**src/rtl/bp_me_cce_mem_mux.sv**
```systemverilog
// N-to-1 memory-side mux: round-robin command arbitration with a lock on stalled grants,
// a credit-bounded source-id FIFO for in-order response return. Optional perf counters: BP_ME_CCE_MEM_MUX_PERF_EN.
module bp_me_cce_mem_mux #(
    parameter int unsigned num_cce_p         = 4,
    parameter int unsigned cmd_width_p       = 128,
    parameter int unsigned resp_width_p      = 128,
    parameter int unsigned max_outstanding_p = 4,
    localparam int unsigned lg_num_cce_lp    = (num_cce_p > 1) ? $clog2(num_cce_p) : 1,
    localparam int unsigned cnt_width_lp     = ((max_outstanding_p + 1) > 1) ? $clog2(max_outstanding_p + 1) : 1,
    localparam int unsigned ptr_width_lp     = (max_outstanding_p > 1) ? $clog2(max_outstanding_p) : 1
) (
    input  logic                             clk_i,
    input  logic                             reset_i,
    input  logic [num_cce_p*cmd_width_p-1:0] cce_cmd_i,
    input  logic [num_cce_p-1:0]             cce_cmd_v_i,
    output logic [num_cce_p-1:0]             cce_cmd_yumi_o,
    output logic [cmd_width_p-1:0]           mem_cmd_o,
    output logic                             mem_cmd_v_o,
    input  logic                             mem_cmd_yumi_i,
    input  logic [resp_width_p-1:0]          mem_resp_i,
    input  logic                             mem_resp_v_i,
    output logic                             mem_resp_ready_o,
    output logic [resp_width_p-1:0]          cce_resp_o,
    output logic [num_cce_p-1:0]             cce_resp_v_o,
    input  logic [num_cce_p-1:0]             cce_resp_ready_i,
`ifdef BP_ME_CCE_MEM_MUX_PERF_EN
    output logic [31:0]                      stall_cnt_o,
    output logic [31:0]                      issue_cnt_o,
`endif
    output logic [cnt_width_lp-1:0]          outstanding_o
);

    typedef enum logic {
        e_unlocked,
        e_locked
    } lock_state_e;

    lock_state_e              state_r, state_n;
    logic [lg_num_cce_lp-1:0] rr_ptr_r, rr_ptr_n;
    logic [lg_num_cce_lp-1:0] lock_gnt_r, lock_gnt_n;
    logic [lg_num_cce_lp-1:0] rr_gnt, gnt, head;
    logic [cnt_width_lp-1:0]  out_r;
    logic [ptr_width_lp-1:0]  wr_ptr_r, rd_ptr_r;
    logic [lg_num_cce_lp-1:0] fifo_mem [max_outstanding_p];
    logic                     any_v, issue_ok, cmd_hs, resp_hs, fifo_empty;

    // First valid requester at or after the pointer, wrapping.
    function automatic logic [lg_num_cce_lp-1:0] rr_pick(
        input logic [num_cce_p-1:0]     v,
        input logic [lg_num_cce_lp-1:0] p
    );
        logic                     found;
        logic [lg_num_cce_lp-1:0] idx;
        rr_pick = p;
        found   = 1'b0;
        for (int unsigned i = 0; i < num_cce_p; i++) begin
            idx = lg_num_cce_lp'((32'(p) + i) % num_cce_p);
            if (!found && v[idx]) begin
                rr_pick = idx;
                found   = 1'b1;
            end
        end
    endfunction

    function automatic logic [ptr_width_lp-1:0] ptr_inc(input logic [ptr_width_lp-1:0] p);
        ptr_inc = (p == ptr_width_lp'(max_outstanding_p - 1)) ? '0 : p + 1'b1;
    endfunction

    // Command path: credit gating, grant selection and pass-through.
    always_comb begin
        any_v          = |cce_cmd_v_i;
        issue_ok       = out_r < cnt_width_lp'(max_outstanding_p);
        rr_gnt         = rr_pick(cce_cmd_v_i, rr_ptr_r);
        gnt            = (state_r == e_locked) ? lock_gnt_r : rr_gnt;
        mem_cmd_v_o    = issue_ok & (any_v | (state_r == e_locked));
        mem_cmd_o      = cce_cmd_i[32'(gnt)*cmd_width_p +: cmd_width_p];
        cmd_hs         = mem_cmd_v_o & mem_cmd_yumi_i;
        cce_cmd_yumi_o = cmd_hs ? (num_cce_p'(1) << gnt) : '0;
    end

    // Lock FSM next state and round-robin pointer update.
    always_comb begin
        state_n    = state_r;
        lock_gnt_n = lock_gnt_r;
        rr_ptr_n   = rr_ptr_r;
        case (state_r)
            e_unlocked: begin
                if (mem_cmd_v_o && !mem_cmd_yumi_i) begin
                    state_n    = e_locked;
                    lock_gnt_n = gnt;
                end
            end
            e_locked: begin
                if (mem_cmd_yumi_i) state_n = e_unlocked;
            end
            default: state_n = e_unlocked;
        endcase
        if (cmd_hs) begin
            rr_ptr_n = (gnt == lg_num_cce_lp'(num_cce_p - 1)) ? '0 : gnt + 1'b1;
        end
    end

    // Response path: the FIFO head names the CCE that owns the next response.
    always_comb begin
        fifo_empty       = (out_r == '0);
        head             = fifo_mem[rd_ptr_r];
        mem_resp_ready_o = ~fifo_empty & cce_resp_ready_i[head];
        cce_resp_v_o     = (mem_resp_v_i & ~fifo_empty) ? (num_cce_p'(1) << head) : '0;
        resp_hs          = mem_resp_v_i & mem_resp_ready_o;
        cce_resp_o       = mem_resp_i;
        outstanding_o    = out_r;
    end

    always_ff @(posedge clk_i) begin
        if (reset_i) begin
            state_r    <= e_unlocked;
            lock_gnt_r <= '0;
            rr_ptr_r   <= '0;
            wr_ptr_r   <= '0;
            rd_ptr_r   <= '0;
            out_r      <= '0;
        end else begin
            state_r    <= state_n;
            lock_gnt_r <= lock_gnt_n;
            rr_ptr_r   <= rr_ptr_n;
            if (cmd_hs)  wr_ptr_r <= ptr_inc(wr_ptr_r);
            if (resp_hs) rd_ptr_r <= ptr_inc(rd_ptr_r);
            out_r <= out_r + cnt_width_lp'(cmd_hs) - cnt_width_lp'(resp_hs);
            assert (!(cmd_hs && !resp_hs && out_r == cnt_width_lp'(max_outstanding_p)));
            assert (!(resp_hs && !cmd_hs && out_r == '0));
            assert (!(mem_cmd_yumi_i && !mem_cmd_v_o));
        end
    end

    // Payload storage carries no reset; occupancy is tracked by out_r.
    always_ff @(posedge clk_i) begin
        if (cmd_hs) fifo_mem[wr_ptr_r] <= gnt;
    end

`ifdef BP_ME_CCE_MEM_MUX_PERF_EN
    // Saturating stall and issue counters.
    always_ff @(posedge clk_i) begin
        if (reset_i) begin
            stall_cnt_o <= '0;
            issue_cnt_o <= '0;
        end else begin
            if (any_v && !issue_ok && stall_cnt_o != 32'hFFFF_FFFF) stall_cnt_o <= stall_cnt_o + 32'd1;
            if (cmd_hs && issue_cnt_o != 32'hFFFF_FFFF) issue_cnt_o <= issue_cnt_o + 32'd1;
        end
    end
`endif

endmodule

```
**config.mk**
```make
export PLATFORM = sky130hd
export DESIGN_NAME = bp_me_cce_mem_mux
export DESIGN_NICKNAME = d
export VERILOG_FILES = /design/src/rtl/bp_me_cce_mem_mux.sv
export SDC_FILE = /design/constraint.sdc
export NUM_CORES = 1
export LEC_CHECK = 0
export CAP_MARGIN = 30
export CORE_AREA = 2 2 357 359
export DETAILED_ROUTE_END_ITERATION = 16
export DIE_AREA = 0 0 359 361
export GPL_TIMING_DRIVEN = 0
export HOLD_SLACK_MARGIN = 0.12
export PLACE_DENSITY = 0.36
export SLEW_MARGIN = 5
export SYNTH_ARGS = -nofsm -noshare
export SYNTH_HDL_FRONTEND = slang
export SYNTH_SLANG_ARGS = --single-unit
```
**constraint.sdc**
```tcl
create_clock -name clk_i -period 8.4 [get_ports clk_i]
set_input_delay 1.68 -clock clk_i [delete_from_list [all_inputs] [get_ports clk_i]]
set_output_delay 1.68 -clock clk_i [all_outputs]
set_load 0.01 [all_outputs]
```
==> metrics.yaml <==
drtIter0Drc: 233
rsz0062_at_grt: "false"
start_util_pct: 4.14
grt_antenna_before_repair: 49
synthesis.area_sq_mm: 0.00519
area_delta_synth_final_pct: 195
rows: 130
grt_overflow_total: 0
slew_headroom_pct: 40.8
async_flop_share_pct: 0
globalplace.congestion: 0.858
cp.required_ps: 6720
routed_wl_um: 72600
numCtsBuffers: 3
num_vias: 7382
synth_cell_types: 36
yosysMostFrequentCell: "buf_4"
via_per_inst: 2.58
ant_nets: 0
syn-num-nets: 1064
grt_max_degree: 14
layout_min_cycle_time_ps: 7190
crit_chain: "clkdlybuf4s50_1 > a21boi_1 > o21bai_1 > a41oi_2 > buf_4 > buf_4 > mux4_2 > clkdlybuf4s50_1"
synth_edf_count: 8
final_area_sq_mm: 0.0153
grt_pass1_vias: 8140
irDropWorstVdd_mv: 0.0818
netlist.area_leader.share_pct: 56.4
status: "completed"
end_kind: "output pin"
syn_inst: 403
slew_viol_final: 0
critical_path.top_delay_family: "buffers and inverters"
root_buffer: "clkbuf_16"
synth_common_cells: "137 x buf_4, 130 x mux4_2, 18 x nor2_1"
hpwl_um: 68300
timing.rr.start: "rr_ptr_r[1]"
post-cts-setup-buffers: 0
synth.largest_area_cell: "mux4_2"
ys_ff_latch: 22
grt_pass1_wl_um: 89300
worst_slew_pin_slew_ps: 887
hold_viol_final: 0
arrival_ps: 5510
r2r_end: "rr_ptr_r[1]"
cp_max_fo: 11
r2r_cells: 9
syn_avg_cell_area_sq_um: 12.9
maxCapViolations: 0
fin_crit_sh_pct: 85.6
ys_seq_area_share_pct: 10.0
cts_buffer_depth: 2
cts_htree_levels: 1
critical_path_class: "in2out"
io_pins: 921
nets: 1862
route.detailed.drc: 0
drive_gt1_share_pct: 24.5
finalSetupViolations: 0
n_fill_cell: 14249
holdPathEnd: "wr_ptr_r[0]"
die_w_um: 359
max_freq_ghz: 0.139
hold_buffers: 0
cts.sinks: 22
dpl_cell_area_sq_mm: 0.0152
cts_tree: "yes"
synth_flop_cell: "dfxtp_1"
r2r_slack_ps: 5480
clkTransAtPathRegs_ps: 60
slowest_delay_ps: 770
power_density_mw_per_mm2: 150
die_area_sq_mm: 0.130
fin_setup_tns_ps: 0
core_area_sq_mm: 0.125
synth_warnings: 0
skew_ps: 2.16
post_cts_resized: 0
io_buffers: 792
post_drt_wl_per_cell_um: 25.4
cp_slowest_cell: "clkdlybuf4s50_1"
fp.dieH_um: 361
holdCritPathClass: "reg2reg"
hold_start: "wr_ptr_r[0]"
firstDrtPassIters: 4
p_leak_nw: 5.22
track_usage_pct: 10.6
synth.area.top_cells: "mux4_2 56%, buf_4 20%, dfxtp_1 5.4%"
insertion_delay_ps: 250
min_path_cells: 2
worstSetupStartpointType: "input pin"
crit_buf_inv: 4
[per-stage QoR]
stage	power, mW	std cells	worst slack, ps	utilization, %	hold slack (ps)
after floorplan	0.898	403	3530	-	455
after global placement	2.25	2845	911	12.1	482
after detailed placement	2.26	2846	891	12.1	499
after CTS	2.41	2850	861	12.2	508
after global routing	2.44	2854	807	12.2	550
final	2.31	2861	1210	12.2	505
[cell families after synthesis]
group	synth area share (%)
mux	57.8
fa+ha+maj	2.32
buf+inv	22.3
compound gates	2.39
xor+xnor	0.338
flops	10.0
simple gates	4.80
[worst max path at each step]
stage	endpoint	slack [ps]	depth (start not counted)	startpoint
2_1_floorplan	mem_cmd_o[0]	3530	6	cce_cmd_v_i[0]
3_3_place_gp	mem_cmd_o[116]	910	9	cce_cmd_v_i[2]
3_5_place_dp	mem_cmd_o[116]	890	9	cce_cmd_v_i[2]
4_1_cts	mem_cmd_o[116]	860	9	cce_cmd_v_i[2]
5_1_grt	mem_cmd_o[116]	810	9	cce_cmd_v_i[2]
6_report	mem_cmd_o[116]	1210	8	cce_cmd_v_i[2]
[tightest hold or removal path: stages (launching register included)]
cell and delay [ps]:
dfxtp_1 340, nand2_1 60, a21oi_1 50
[routing by layer]
metal / wire length [um] / share of wire (%) / up-vias / GRT usage, %
met5: 118 / 0.16 / - / 0
met4: 847 / 1.2 / 18 / 1.39
met3: 7510 / 10 / 54 / 3.95
met2: 33800 / 47 / 605 / 17.5
met1: 30400 / 42 / 3597 / 13.3
li1: - / - / 3108 / -
[final cells by class]
type	instances	area [sq um]	share of cell area (%)
clock buffer	3	75.1	0.490
sequential	22	520	3.40
antenna	11	27.5	0.180
inverter	9	33.8	0.220
multi-input combinational	215	3510	22.9
clock inverter	1	30.0	0.196
timing repair buffer	793	7940	51.8
tap	1650	2060	13.5
buffer	157	1120	7.34
[power breakdown]
| group | total (mW) | internal, mW | switching (mW) | leakage (nW) |
|---|---|---|---|---|
| Sequential | 0.155 | 0.133 | 0.0224 | 0.189 |
| Combinational | 2.02 | 1.01 | 1.01 | 4.98 |
| Clock | 0.134 | 0.0946 | 0.0389 | 0.0512 |
[layout by cell type (no fill, tap or decap), drive strengths merged, types with 2 or more instances in the layout]
| master | Yosys | final |
|---|---|---|
| edfxtp | 8 | 8 |
| diode | 0 | 11 |
| and3 | 6 | 6 |
| o21ai | 3 | 3 |
| nor2 | 18 | 18 |
| mux2i | 7 | 7 |
| ha | 8 | 8 |
| nand2 | 8 | 8 |
| dfxtp | 14 | 14 |
| nor3 | 3 | 3 |
| a21oi | 6 | 6 |
| clkbuf | 1 | 4 |
| buf | 156 | 157 |
| o21bai | 2 | 2 |
| clkdlybuf4s50 | 0 | 792 |
| nor2b | 6 | 6 |
| mux4 | 130 | 130 |
| and2 | 2 | 2 |
| inv | 9 | 9 |
| o31ai | 2 | 2 |
[registers in the layout, summed over array words and instances, names as in the netlist, named ones only]
signal	count
rr_ptr_r	2
outstanding_o	3
fifo_mem	8
state_r	1
wr_ptr_r	2
lock_gnt_r	2
rd_ptr_r	2
Note: power is estimated with default switching activity, not from simulation.
